===== config.mk =====
export PLATFORM = sky130hd
export DESIGN_NAME = eth_mii_receiver
export DESIGN_NICKNAME = d
export VERILOG_FILES = /design/src/rtl/eth_mii_receiver.sv
export SDC_FILE = /design/constraint.sdc
export NUM_CORES = 1
export LEC_CHECK = 0
export ABC_AREA = 0
export CAP_MARGIN = 20
export CORE_MARGIN = 1
export CORE_UTILIZATION = 40
export CTS_BUF_LIST = sky130_fd_sc_hd__clkbuf_16
export CTS_CLUSTER_SIZE = 12
export DETAILED_ROUTE_END_ITERATION = 8
export SYNTH_ARGS = -nofsm -noshare
export SYNTH_HDL_FRONTEND = slang
export SYNTH_SLANG_ARGS = --single-unit

===== constraint.sdc =====
create_clock -name in_rxc -period 2.7 [get_ports in_rxc]
set_clock_uncertainty 0.2 [all_clocks]
set_input_delay 0.405 -clock in_rxc [delete_from_list [all_inputs] [get_ports in_rxc]]
set_output_delay 0.405 -clock in_rxc [all_outputs]
set_load 0.02 [all_outputs]

===== src/rtl/eth_mii_receiver.sv =====
// eth_mii_receiver: 8-bit MII/GMII receive path.
// Strips the preamble and SFD, captures the MAC header, and streams the payload
// with the 4-byte FCS held back in a delay line. Checks the CRC-32 residue and
// the payload length, then reports one status pulse per frame.
module eth_mii_receiver #(
  parameter int MIN_PAYLOAD = 46,
  parameter int MAX_PAYLOAD = 1500
) (
  input  logic        in_rxc,
  input  logic        in_rst_n,
  input  logic        in_rxdv,
  input  logic        in_rxer,
  input  logic [7:0]  in_rxd,
  output logic [47:0] out_dest_mac,
  output logic [47:0] out_src_mac,
  output logic [15:0] out_ether_type,
  output logic        out_hdr_valid,
  output logic [7:0]  out_data,
  output logic        out_data_valid,
  output logic        out_frame_done,
  output logic        out_frame_good,
  output logic        out_crc_err,
  output logic        out_len_err,
  output logic        out_rx_err,
  output logic [10:0] out_payload_len
);

  localparam logic [31:0] CRC_POLY    = 32'hEDB88320;
  localparam logic [31:0] CRC_RESIDUE = 32'hDEBB20E3;
  localparam logic [10:0] MAX_LEN     = 11'(MAX_PAYLOAD);
  localparam logic [10:0] MIN_LEN     = 11'(MIN_PAYLOAD);

  typedef enum logic [2:0] {
    S_IDLE,
    S_PRE,
    S_HDR,
    S_PAY,
    S_DROP
  } state_t;

  state_t          r_state;
  logic [31:0]     r_crc;
  logic [2:0]      r_pre_cnt;   // preamble octets seen so far
  logic [10:0]     r_cnt;       // header index, then emitted payload count
  logic [2:0]      r_fill;      // occupancy of the FCS delay line
  logic [3:0][7:0] r_dly;       // [3] is the oldest byte
  logic            r_trunc;     // payload exceeded MAX_PAYLOAD
  logic            r_rxer_seen; // PHY error since SFD
  logic [47:0]     r_dest;
  logic [47:0]     r_src;
  logic [15:0]     r_type;
  logic            r_hdr_valid;
  logic [7:0]      r_data;
  logic            r_data_valid;
  logic            r_frame_done;
  logic            r_frame_good;
  logic            r_crc_err;
  logic            r_len_err;
  logic            r_rx_err;
  logic [10:0]     r_payload_len;

  logic [31:0]     w_crc_next;
  logic            w_crc_bad;
  logic            w_short;

  // Reflected CRC-32, one byte per call, LSB first.
  function automatic logic [31:0] crc_byte(input logic [31:0] c, input logic [7:0] d);
    logic [31:0] v;
    v = c ^ {24'h0, d};
    for (int i = 0; i < 8; i++)
      v = v[0] ? ((v >> 1) ^ CRC_POLY) : (v >> 1);
    return v;
  endfunction

  assign w_crc_next = crc_byte(r_crc, in_rxd);
  assign w_crc_bad  = (r_crc != CRC_RESIDUE);
  assign w_short    = (r_cnt < MIN_LEN);

  // Receive FSM: framing, header capture, payload delay line and status.
  always_ff @(posedge in_rxc or negedge in_rst_n) begin
    if (!in_rst_n) begin
      r_state       <= S_IDLE;
      r_crc         <= 32'hFFFFFFFF;
      r_pre_cnt     <= '0;
      r_cnt         <= '0;
      r_fill        <= '0;
      r_dly         <= '0;
      r_trunc       <= 1'b0;
      r_rxer_seen   <= 1'b0;
      r_dest        <= '0;
      r_src         <= '0;
      r_type        <= '0;
      r_hdr_valid   <= 1'b0;
      r_data        <= '0;
      r_data_valid  <= 1'b0;
      r_frame_done  <= 1'b0;
      r_frame_good  <= 1'b0;
      r_crc_err     <= 1'b0;
      r_len_err     <= 1'b0;
      r_rx_err      <= 1'b0;
      r_payload_len <= '0;
    end else begin
      r_hdr_valid  <= 1'b0;
      r_data_valid <= 1'b0;
      r_frame_done <= 1'b0;
      case (r_state)
        S_IDLE: begin
          if (in_rxdv) begin
            if (in_rxd == 8'h55) begin
              r_state   <= S_PRE;
              r_pre_cnt <= 3'd1;
            end else begin
              r_state <= S_DROP;
            end
          end
        end

        S_PRE: begin
          if (!in_rxdv) begin
            r_state <= S_IDLE;
          end else if (in_rxd == 8'hD5) begin
            r_state     <= S_HDR;
            r_crc       <= 32'hFFFFFFFF;
            r_cnt       <= '0;
            r_fill      <= '0;
            r_trunc     <= 1'b0;
            r_rxer_seen <= 1'b0;
          end else if (in_rxd == 8'h55 && r_pre_cnt != 3'd7) begin
            r_pre_cnt <= r_pre_cnt + 3'd1;
          end else begin
            r_state <= S_DROP;
          end
        end

        S_HDR: begin
          if (!in_rxdv) begin
            // Header cut short: report as both length and CRC failure.
            r_state       <= S_IDLE;
            r_frame_done  <= 1'b1;
            r_frame_good  <= 1'b0;
            r_crc_err     <= 1'b1;
            r_len_err     <= 1'b1;
            r_rx_err      <= r_rxer_seen;
            r_payload_len <= '0;
          end else begin
            r_crc <= w_crc_next;
            {r_dest, r_src, r_type} <= {r_dest[39:0], r_src, r_type, in_rxd};
            if (in_rxer) r_rxer_seen <= 1'b1;
            if (r_cnt == 11'd13) begin
              r_hdr_valid <= 1'b1;
              r_state     <= S_PAY;
              r_cnt       <= '0;
            end else begin
              r_cnt <= r_cnt + 11'd1;
            end
          end
        end

        S_PAY: begin
          if (!in_rxdv) begin
            r_state       <= S_IDLE;
            r_frame_done  <= 1'b1;
            r_crc_err     <= w_crc_bad;
            r_len_err     <= w_short | r_trunc;
            r_rx_err      <= r_rxer_seen;
            r_frame_good  <= ~(w_crc_bad | w_short | r_trunc | r_rxer_seen);
            r_payload_len <= r_cnt;
          end else begin
            r_crc <= w_crc_next;
            r_dly <= {r_dly[2:0], in_rxd};
            if (in_rxer) r_rxer_seen <= 1'b1;
            if (r_fill != 3'd4) begin
              r_fill <= r_fill + 3'd1;
            end else if (r_cnt == MAX_LEN) begin
              // Oversize: stop emitting and report once the frame ends.
              r_trunc <= 1'b1;
              r_state <= S_DROP;
            end else begin
              r_data       <= r_dly[3];
              r_data_valid <= 1'b1;
              if (r_cnt != 11'h7FF) r_cnt <= r_cnt + 11'd1;
            end
          end
        end

        S_DROP: begin
          if (in_rxdv) begin
            // Keep the CRC and error tracking alive for truncated frames.
            if (r_trunc) begin
              r_crc <= w_crc_next;
              if (in_rxer) r_rxer_seen <= 1'b1;
            end
          end else begin
            r_state <= S_IDLE;
            if (r_trunc) begin
              r_trunc       <= 1'b0;
              r_frame_done  <= 1'b1;
              r_crc_err     <= w_crc_bad;
              r_len_err     <= 1'b1;
              r_rx_err      <= r_rxer_seen;
              r_frame_good  <= 1'b0;
              r_payload_len <= r_cnt;
            end
          end
        end

        default: r_state <= S_IDLE;
      endcase
    end
  end

  assign out_dest_mac    = r_dest;
  assign out_src_mac     = r_src;
  assign out_ether_type  = r_type;
  assign out_hdr_valid   = r_hdr_valid;
  assign out_data        = r_data;
  assign out_data_valid  = r_data_valid;
  assign out_frame_done  = r_frame_done;
  assign out_frame_good  = r_frame_good;
  assign out_crc_err     = r_crc_err;
  assign out_len_err     = r_len_err;
  assign out_rx_err      = r_rx_err;
  assign out_payload_len = r_payload_len;

endmodule


# [Word level (Yosys, flattened, before mapping)]
# Cells that the tools add are included.
[word_totals] reg_bits=224 in_bits=12 out_inout_bits=138 word_cells=191
[classes] addsub=3 magnitude_cmp=1 eq_ne=36 n_mux=91 bitwise_logic=16 reduce_logical=21
[op_table] op="$mux 32" count=13
[op_table] op="$mux 11" count=12
[op_table] op="$not 13->14" count=8
[op_table] op="$pmux 32 s3" count=1
[op_table] op="$pmux 11 s3" count=2
[op_table] op="$mux 3" count=20
[op_table] op="$ne 2x2->1 const B" count=19
[op_table] op="$mux 1" count=33
[op_table] op="$ne 32x32->1 const B" count=1
[op_table] op="$xor 32x8->32" count=1
[op_table] op="$reduce_and 6->1" count=3
[op_table] op="$ne 3x3->1 const B" count=5
[op_table] op="$pmux 1 s3" count=5
[op_table] op="$pmux 3 s5" count=1
[op_table] op="$pmux 3 s2" count=2
[op_table] op="$reduce_bool 3->1" count=4
[op_table] op="$add 11x1->11 const B" count=1
[op_table] op="$eq 11x11->1 const B" count=1
[op_table] op="$eq 11x4->1 const B" count=1
[op_table] op="$lt 11x6->1 const B" count=1
[op_table] op="$ne 11x11->1 const B" count=1
[op_table] op="$reduce_and 5->1" count=2
[op_table] op="$eq 8x7->1 const B" count=1
[op_table] op="$eq 8x8->1 const B" count=1
[op_table] op="17 further kinds" count=29

# [Logic depth before layout (Yosys ltp)]
# Gate-level depths: netlist of run 1.
[depth] word_depth=20 mapped_depth=8 depth_no_buf=7

# [Least setup slack after synthesis of run 1]
# No wires, ideal clock.
[synth_path] path_kind="register to register" start="reg r_cnt[6]" end="reg r_cnt[5]" setup_ns=0.122 arrival_ns=1.765 required_time_ns=2.378 setup_slack_ns=0.614 path_stages_with_launch=6 path_buffers=0 period_less_slack_ns=2.086 path_cell_list="dfrtp_1 -> nor4_1 -> nand4_1 -> o21ai_1 -> o2111ai_1 -> a32o_1"
[synth_between] elab_chain_cells=4 word_cells_on_any_way=9 classes_between="5 x eq/ne; 3 x mux; 1 x reduce/logical"
[synth_rtl] item="start, declared" line="44" rtl="logic [10:0] r_cnt;"
[synth_rtl] item="start signal, assigned" line="154" rtl="r_cnt <= r_cnt + 11'd1;"
[synth_rtl] item="start signal, assigned" line="181" rtl="if (r_cnt != 11'h7FF) r_cnt <= r_cnt + 11'd1;"
[synth_rtl] item="$eq 11x4->1" line="149" rtl="if (r_cnt == 11'd13) begin"
[synth_rtl] item="$mux 11" line="149"
[synth_rtl] item="$mux 11" line="136" rtl="if (!in_rxdv) begin"
[synth_rtl] item="$pmux 11 s3" line="106" rtl="case (r_state)"
# Several ways; a longest one is shown, not always the timed one. The select of a mux whose other input is x is not followed.
# A chain may end at the register's enable or synchronous reset.

# [Worst setup path in the final report of run 1]
[layout_path] start="reg r_crc[5]" end="reg r_frame_good, in the netlist out_frame_good"
[layout_between] elab_chain_cells=7
[layout_rtl] item="start, declared" line="42" rtl="logic [31:0] r_crc;"
[layout_rtl] item="start signal, assigned" line="146" rtl="r_crc <= w_crc_next;"
[layout_rtl] item="start signal, assigned" line="169" rtl="r_crc <= w_crc_next;"
[layout_rtl] item="start signal, assigned" line="190" rtl="r_crc <= w_crc_next;"
[layout_rtl] item="$ne 32x32->1" line="76" rtl="assign w_crc_bad = (r_crc != CRC_RESIDUE);"
[layout_rtl] item="$or 1x1->1 (3 in series)" line="166" rtl="r_frame_good <= ~(w_crc_bad | w_short | r_trunc | r_rxer_seen);"
[layout_rtl] item="$not 1->1" line="166"
[layout_rtl] item="$mux 1" line="160" rtl="if (!in_rxdv) begin"
[layout_rtl] item="$pmux 1 s3" line="106"
[layout_rtl] item="end signal, assigned" line="166"
[layout_rtl] item="end, declared" line="56" rtl="logic r_frame_good;"
# No other way between the ends. The select of a mux whose other input is x is not followed.

==> results of run 1 <==
==> registers in the layout, indices dropped and copies added (netlist names), 3 cells and up <==
name	flops
out_ether_type	16
out_src_mac	48
out_data	8
out_dest_mac	48
r_dly	32
r_cnt	11
r_state	3
r_fill	3
out_payload_len	11
r_crc	32
r_pre_cnt	3
==> worst register-to-register path, stage by stage, from the launching register on <==
cell	delay (ns)
dfstp_2	0.58
or4b_2	0.63
nor4_1	0.30
nand4_1	0.26
o41ai_1	0.30
==> final timing paths <==
kind | from | to | slack, ns
max in group asynchronous | in_rst_n | r_crc[31] | 1.21
min reg2reg | out_dest_mac[47] | out_dest_mac[47] | 0.27
max | r_crc[5] | out_frame_good | 0.31
min | in_rst_n | out_payload_len[6] | 0.27
min in group in_rxc | out_dest_mac[47] | out_dest_mac[47] | 0.27
max reg2reg | r_crc[5] | out_frame_good | 0.31
==> power by group through the flow <==
| stage | clock network, mW | registers (mW) | logic (mW) |
|---|---|---|---|
| final | 3.15 | 4.38 | 3.79 |
| after global routing | 3.38 | 4.44 | 4.11 |
| after CTS | 3.24 | 4.38 | 3.80 |
| after detailed placement | 0 | 4.44 | 3.77 |
| after global placement | 0 | 4.44 | 3.76 |
| after floorplan | 0 | 4.41 | 2.69 |
==> what timing repair did <==
action / in CTS / in global routing
hold buffers: 1 / 0
gates resized for setup: 0 / 0
hold endpoints to repair: 70 / 0
==> kinds of logic (layout without fill, tap and decap cells) <==
| kind of cell | count (synthesis) | in the layout | share of synthesized area [%] |
|---|---|---|---|
| xor+xnor | 72 | 72 | 8.07 |
| simple gates | 445 | 445 | 18.8 |
| flops | 224 | 224 | 57.4 |
| buf+inv | 64 | 256 | 2.47 |
| fa+ha+maj | 7 | 7 | 0.891 |
| compound gates | 95 | 95 | 6.87 |
| mux | 48 | 48 | 5.43 |
==> per-layer routing <==
| layer | share of wire [%] | routed length [um] |
|---|---|---|
| met5 | 0 | 0 |
| met1 | 48 | 11200 |
| met3 | 3.7 | 869 |
| met2 | 46 | 10900 |
| met4 | 1.9 | 455 |
==> cells in the final DEF, fill, tap and decap left out, types with 8 or more instances in the layout <==
cell             netlist  layout
o21ai_0                8       8
dfrtp_1              192     192
nand4_1                9       9
a21oi_1               30      30
inv_1                 16      19
xnor2_1               44      44
a22o_1                13      13
clkdlybuf4s50_1        0     148
dfstp_2               32      32
nor2_1                33      33
clkbuf_16              0      25
o22a_1                11      11
buf_4                  0      40
xor2_1                17      17
nand2_1              355     355
buf_12                 0       9
mux2_2                43      43
==> per-stage QoR <==
| stage | power (mW) | worst slack, ns |
|---|---|---|
| floorplan | 7.09 | 0.614 |
| global placement | 8.20 | 0.0688 |
| global route | 11.9 | 0.189 |
| CTS | 11.4 | 0.340 |
| finish | 11.3 | 0.309 |
| detailed placement | 8.21 | 0.0356 |
==> cell type report <==
| type | count | area [um^2] |
|---|---|---|
| Clock buffer | 25 | 626 |
| Clock inverter | 16 | 121 |
| Fill cell | 2166 | 11400 |
| Inverter | 16 | 60.1 |
| Multi-Input combinational cell | 667 | 3950 |
| Sequential cell | 224 | 5650 |
| Tap cell | 324 | 405 |
| Timing Repair Buffer | 199 | 1990 |
==> impl_metrics.yaml, run 1 <==
yosys:
  syn-num-nets: 974
  synth_top_cell_by_area: "dfrtp_1"
  netlist.area_leader.share_pct: 48.9
  yosysWarningCount: 0
  synth_ff_type: "dfrtp_1"
  syn_inst: 955
  ys_async_sr_fraction_pct: 100
  yosysUniqueCellTypes: 54
  avgSynthCellArea_um2: 10.3
  synthTopCellsByArea: "dfrtp_1 (49%), nand2_1 (14%), dfstp_2 (8.6%)"
  netlist_top_cells_count: "nand2_1 (355), dfrtp_1 (192), xnor2_1 (44)"
  synth_edf_count: 0
  yosysSeqAreaShare_pct: 57.4
  yosysMostFrequentCell: "nand2_1"
  netlist_area_mm2: 0.00983
  synth_seq_cells: 224
critical_path:
  path_class: "flop to flop"
  reg2reg_depth: 4
  cp_slowest_cell: "or4b_2"
  crit_family: "simple AND/OR/NAND/NOR gates"
  end_kind: "flop"
  path_cells: "or4b_2 > nor4_1 > nand4_1 > o41ai_1"
  cp.arrival_ns: 2.59
  cp_num_buf_inv: 0
  cp-start-kind: "flop"
  critical-path-max-stage-delay_ns: 0.63
  cp.depth: 4
  cp.required_ns: 2.90
  cp_max_fo: 3
clock_tree:
  cts_tree: "built"
  cts-buffers-inserted: 25
  cts_max_level: 1
  clk_path_buf_depth: 3
  clk_pin_slew_ns: 0.06
  clk_latency_ns: 0.51
  root_buffer: "clkbuf_16"
  cts.sinks: 224
  post-cts-setup-buffers: 0
layout:
  drive_gt1_share_pct: 14.7
  fin_cells: 1471
  antenna_cells: 0
  fin_util_pct: 52.9
  fin_area_mm2: 0.0128
  areaGrowthSynthToFinish_pct: 30.1
  layout.nets: 1152
timing:
  timing.fmax_mhz: 418
  hold_ws_ns: 0.272
  worstMarginPinSlew_ns: 0.662
  finalSetupTns_ns: 0
  setup_violations: 0
  hold_viol: 0
  slew_headroom_pct: 55.9
  slew_violations: 0
  rsz0062_at_grt: "no"
  period_needed_ns: 2.39
  finalCritPeriodShare_pct: 88.6
route:
  drtAntennaViolNets: 0
  wirelength_um: 23500
  drtPass1Iterations: 4
  vias_per_cell: 4.86
  avgRoutedWirePerCell_um: 15.9
  num_vias: 7156
  drt-initial-drc-count: 492
  drc: 0
power:
  pwr-share-seq_pct: 38.7
  internal-power_mw: 7.74
  clockPowerShare_pct: 27.8
  cellPowerDensity_mw_per_mm2: 885
  p_leak_nw: 6.15
  ir_drop_uv: 686
  pwr-share-comb_pct: 33.4
  p_sw_mw: 3.58
  swShare_pct: 31.6
grt:
  met2_usage_pct: 30.1
  use_met1_pct: 27.1
  grt_use_met3_pct: 2.46
  grt_pass1_vias: 7035
  grt_pass1_wl_um: 38700
  grt_overflow: 0
  grt_max_degree: 83
  grt_use_total_pct: 19.0
  antenna_found_initial: 0
  grt_busiest_layer: "met2"
placement:
  gp_congestion: 0.859
  placed_cells: 1429
  port_buffers: 149
  hpwlAfterDp_um: 16400
  dpl_cell_area_mm2: 0.0120
die:
  start_util_pct: 40.7
  io_pins: 150
  die_w_um: 159
  coreArea_mm2: 0.0242
  die_h_um: 159
  dieArea_mm2: 0.0252
  rows: 57
job:
  maxCapViolCount: 0
status:
  status: "finished, final reports clean"
worst_hold_path:
  min_path_type: "input pin to async pin"
Power figures use the tool's default switching activity.
==> inputs of run 2 (changes only) <==
ABC_AREA = default   (was 0)
CTS_CLUSTER_SIZE = default   (was 12)
==> run 2 against run 1 <==
  * Routed wire length about the same
  * Clock-buffer cell count is the same
  * Critical path depth stayed put
  * Sequential cell count stayed put
  * Worst setup slack improved by 0.0083 ns
  * Design area rose by 0.30%
  * Via count rose by 0.73%
  * Sequential share of layout area fell by 0.13 points
  * Highest routed layer unchanged
==> impl_metrics.yaml, run 2 (synthesized netlist as in run 1, its figures left out) <==
route:
  vias_per_cell: 4.90
  avgRoutedWirePerCell_um: 15.9
  drt-initial-drc-count: 467
  drc: 0
  wirelength_um: 23500
  num_vias: 7208
  drtPass1Iterations: 4
  drtAntennaViolNets: 0
layout:
  drive_gt1_share_pct: 15.0
  n_fill_cell: 2156
  layout.nets: 1152
  layout_commonest_cell: "nand2_1"
  antenna_cells: 0
  final_cell_mix: "nand2_1 (355), dfrtp_1 (192), clkdlybuf4s50_1 (148), xnor2_1 (44), mux2_2 (43)"
  areaGrowthSynthToFinish_pct: 30.5
clock_tree:
  cts-buffers-inserted: 25
  cts_resized: 0
  clk_path_buf_depth: 3
  root_buffer: "clkbuf_16"
  cts_max_level: 1
  clk_pin_slew_ns: 0.06
  cts.sinks: 224
  clk_latency_ns: 0.51
  cts_tree: "built"
  post-cts-setup-buffers: 0
placement:
  port_buffers: 149
  place_ws_ns: 0.0356
  gp_congestion: 0.859
  hpwlAfterDp_um: 16400
job:
  maxCapViolCount: 0
critical_path:
  path_class: "flop to flop"
  reg2reg_from: "r_crc[5]"
  cp.required_ns: 2.91
  cp_max_fo: 3
  cp.arrival_ns: 2.59
  reg2reg_to: "out_frame_good"
  cp-start-kind: "flop"
  end_kind: "flop"
  reg2reg_depth: 4
  r2r_setup_slack_ns: 0.32
worst_hold_path:
  hold_depth: 2
  hold_start: "out_dest_mac[47]"
  min_to: "out_dest_mac[47]"
  min_path_type: "flop to flop"
timing:
  finalSetupTns_ns: 0
  hold_viol: 0
  slew_violations: 0
  rsz0062_at_grt: "no"
  setup_violations: 0
  slew_headroom_pct: 56.1
  period_needed_ns: 2.38
  fin_ws_ns: 0.317
  finalCritPeriodShare_pct: 88.2
  worstMarginPinSlew_ns: 0.658
  timing.fmax_mhz: 420
grt:
  grt_pass1_vias: 7026
  grt_pass1_wl_um: 38700
  grt_use_total_pct: 19.0
  grt_max_degree: 83
  grt_overflow: 0
  antenna_found_initial: 0
die:
  dieArea_mm2: 0.0252
  coreArea_mm2: 0.0242
  io_pins: 150
  start_util_pct: 40.7
  die_w_um: 159
  die_h_um: 159
  rows: 57
status:
  status: "finished, final reports clean"
power:
  ir_drop_uv: 687
  p_leak_nw: 6.17
  cellPowerDensity_mw_per_mm2: 893
-- run 2: cell count changes in the layout (fill, tap and decap cells not counted) --
cell and change:
bufinv_16 +1, clkinv_1 -2, clkinv_4 +1, clkinvlp_4 +1
-- run 2: routing by layer --
layer	global-route usage (%)	wire (um)
met4	5.56	564
met3	2.43	825
met5	0	0
met2	30.0	10900
met1	27.1	11100
-- run 2: timing repair --
item,CTS,global route
hold buffers,1,0
setup endpoints to repair,0,0
endpoints found under the hold margin,70,0
-- run 2: how the worst max path moves through the flow --
stage / from / end / slack [ns] / depth (start not counted)
3_3_place_gp: in_rxd[3] / r_state[2] / 0.07 / 7
4_1_cts: r_crc[5] / out_frame_good / 0.34 / 4
3_5_place_dp: in_rxd[3] / r_state[2] / 0.04 / 7
6_report: r_crc[5] / out_frame_good / 0.32 / 4
5_1_grt: r_state[1] / out_data[3] / 0.19 / 4
2_1_floorplan: r_cnt[6] / r_cnt[5] / 0.61 / 5
-- run 2: where the power goes --
| part | internal (mW) | total [mW] | switching [mW] | leakage (nW) |
|---|---|---|---|---|
| clock network | 1.96 | 3.28 | 1.32 | 0.393 |
| registers | 3.92 | 4.38 | 0.462 | 2.99 |
| logic | 1.97 | 3.79 | 1.82 | 2.79 |
-- run 2: through the flow --
stage	utilization [%]	std cells	power [mW]	instance area, um^2	hold WS, ns
3_3_place_gp	49.8	1429	8.20	12000	0.260
4_1_cts	53.1	1472	11.6	12800	0.276
5_1_grt	53.1	1472	12.1	12800	0.299
2_1_floorplan	-	955	7.09	9830	-0.0906
3_5_place_dp	49.8	1429	8.21	12000	0.251
6_report	53.1	1472	11.5	12800	0.272
-- run 2: worst max-delay path, stage by stage, from the launching register on --
cell     delay (ns)
dfstp_2        0.58
or4b_2         0.63
nor4_1         0.31
nand4_1        0.26
o41ai_1        0.30
-- run 2: final cells by class --
cell class	instances	area, um^2	share of cell area (%)
clock buffers	25	626	4.88
inverters	16	60.1	0.468
flip-flops and latches	224	5650	44.0
repair buffers	199	1990	15.5
clock inverters	17	160	1.25
multi-input cells	667	3950	30.8
well taps	324	405	3.16
==> inputs of run 3 (changes only) <==
CTS_CLUSTER_SIZE = 28   (was default)
GPL_ROUTABILITY_DRIVEN = 0   (was default)
clock period = 2.8 ns   (was 2.7 ns; I/O delays follow)
==> run 3 against run 2 <==
  * Routed wire length hardly changed
  * Worst setup slack better by 0.064 ns
  * Sequential cell count unchanged
  * Largest cell class unchanged
  * Combinational power is 3% lower
  * Via count grew 0.53%
  * Die area did not move
==> impl_metrics.yaml, run 3 (synthesized netlist as in run 1, its figures left out) <==
grt:
  grt_max_degree: 106
  grt_pass1_wl_um: 38600
  antenna_found_initial: 0
  grt_use_total_pct: 18.8
  grt_overflow: 0
  grt_pass1_vias: 7040
die:
  die_h_um: 159
  start_util_pct: 40.7
  rows: 57
  dieArea_mm2: 0.0252
  die_w_um: 159
  coreArea_mm2: 0.0242
  io_pins: 150
timing:
  finalCritPeriodShare_pct: 86.4
  rsz0062_at_grt: "no"
  setup_violations: 0
  finalSetupTns_ns: 0
  hold_viol: 0
  hold_ws_ns: 0.264
  fin_ws_ns: 0.381
  slew_violations: 0
  period_needed_ns: 2.42
  slew_headroom_pct: 58.6
  worstMarginPinSlew_ns: 0.616
  timing.fmax_mhz: 413
clock_tree:
  clk_latency_ns: 0.51
  root_buffer: "clkbuf_16"
  clk_path_buf_depth: 3
  clk_pin_slew_ns: 0.06
  cts-buffers-inserted: 25
  cts_tree: "built"
  cts.sinks: 224
  cts_resized: 0
  cts_max_level: 1
route:
  avgRoutedWirePerCell_um: 16.0
  drc: 0
  drtAntennaViolNets: 0
  vias_per_cell: 4.93
  drtPass1Iterations: 4
  num_vias: 7246
  drt-initial-drc-count: 477
  wirelength_um: 23500
critical_path:
  path_class: "flop to flop"
  cp-start-kind: "flop"
  end_kind: "flop"
  cp.arrival_ns: 2.61
  cp_max_fo: 3
  cp.required_ns: 2.99
placement:
  place_ws_ns: 0.0579
  hpwlAfterDp_um: 16100
  placed_cells: 1424
  port_buffers: 149
power:
  p_leak_nw: 6.17
  cellPowerDensity_mw_per_mm2: 866
  ir_drop_uv: 554
layout:
  drive_gt1_share_pct: 14.6
  n_fill_cell: 2142
  fin_cells: 1470
  areaGrowthSynthToFinish_pct: 30.2
  layout.nets: 1147
  layout_commonest_cell: "nand2_1"
  final_cell_mix: "nand2_1 (355), dfrtp_1 (192), clkdlybuf4s50_1 (148), xnor2_1 (44), mux2_2 (43)"
  antenna_cells: 0
status:
  status: "finished, final reports clean"
worst_hold_path:
  min_path_type: "input pin to async pin"
job:
  maxCapViolCount: 0
[run 3: changes by cell type in the layout (fill, tap and decap cells not counted), sizes merged]
| cell | before | now |
|---|---|---|
| clkinvlp | 2 | 1 |
| bufinv | 3 | 2 |
| buf | 50 | 45 |
| inv | 19 | 22 |
| clkbuf | 25 | 27 |
[run 3: metal layers]
metal	routed length, um	part of all wire, %	track usage, %
met3	969	4.1	2.72
met1	11100	47	26.9
met2	11000	47	30.1
met5	0	0	0
met4	428	1.8	4.37
[run 3: worst paths after layout]
kind | from | end | slack (ns) | cells past startpoint
max | r_crc[5] | out_frame_good | 0.38 | 4
max reg2reg | r_crc[5] | out_frame_good | 0.38 | 4
max in group asynchronous | in_rst_n | r_crc[7] | 1.40 | 3
min | in_rst_n | out_payload_len[7] | 0.26 | 2
min in group in_rxc | out_dest_mac[44] | out_dest_mac[44] | 0.28 | 2
min reg2reg | out_dest_mac[44] | out_dest_mac[44] | 0.28 | 2
[run 3: cell type report]
type                            count  area [um^2]  share of cell area [%]
Sequential cell                   224         5650                    44.1
Multi-Input combinational cell    667         3950                    30.8
Timing Repair Buffer              194         1940                    15.1
Clock buffer                       27          676                    5.28
Tap cell                          324          405                    3.17
Clock inverter                     18          134                    1.05
Inverter                           16         60.1                   0.469
[run 3: stage by stage]
stage                     total power [mW]  util [%]  cell area (um^2)
after floorplan                       6.84         -              9830
after global placement                7.93      49.6             12000
after detailed placement              7.94      49.6             12000
after CTS                             11.2      53.0             12800
after global routing                  11.7      53.0             12800
final                                 11.1      53.0             12800
[run 3: critical path, stage by stage, from the launching register on]
cell	delay, ns
dfstp_2	0.57
or4b_2	0.63
nor4_1	0.31
nand4_1	0.28
o41ai_1	0.32
[run 3: where the power goes]
part | switching, mW | internal [mW] | total, mW
logic | 1.77 | 1.89 | 3.67
registers | 0.444 | 3.78 | 4.23
clock network | 1.28 | 1.91 | 3.20
total | 3.50 | 7.59 | 11.1
[run 3: what timing repair did]
item	in CTS	in global routing
hold buffers	1	0
hold endpoints to repair	62	0
buffers inserted	0	0
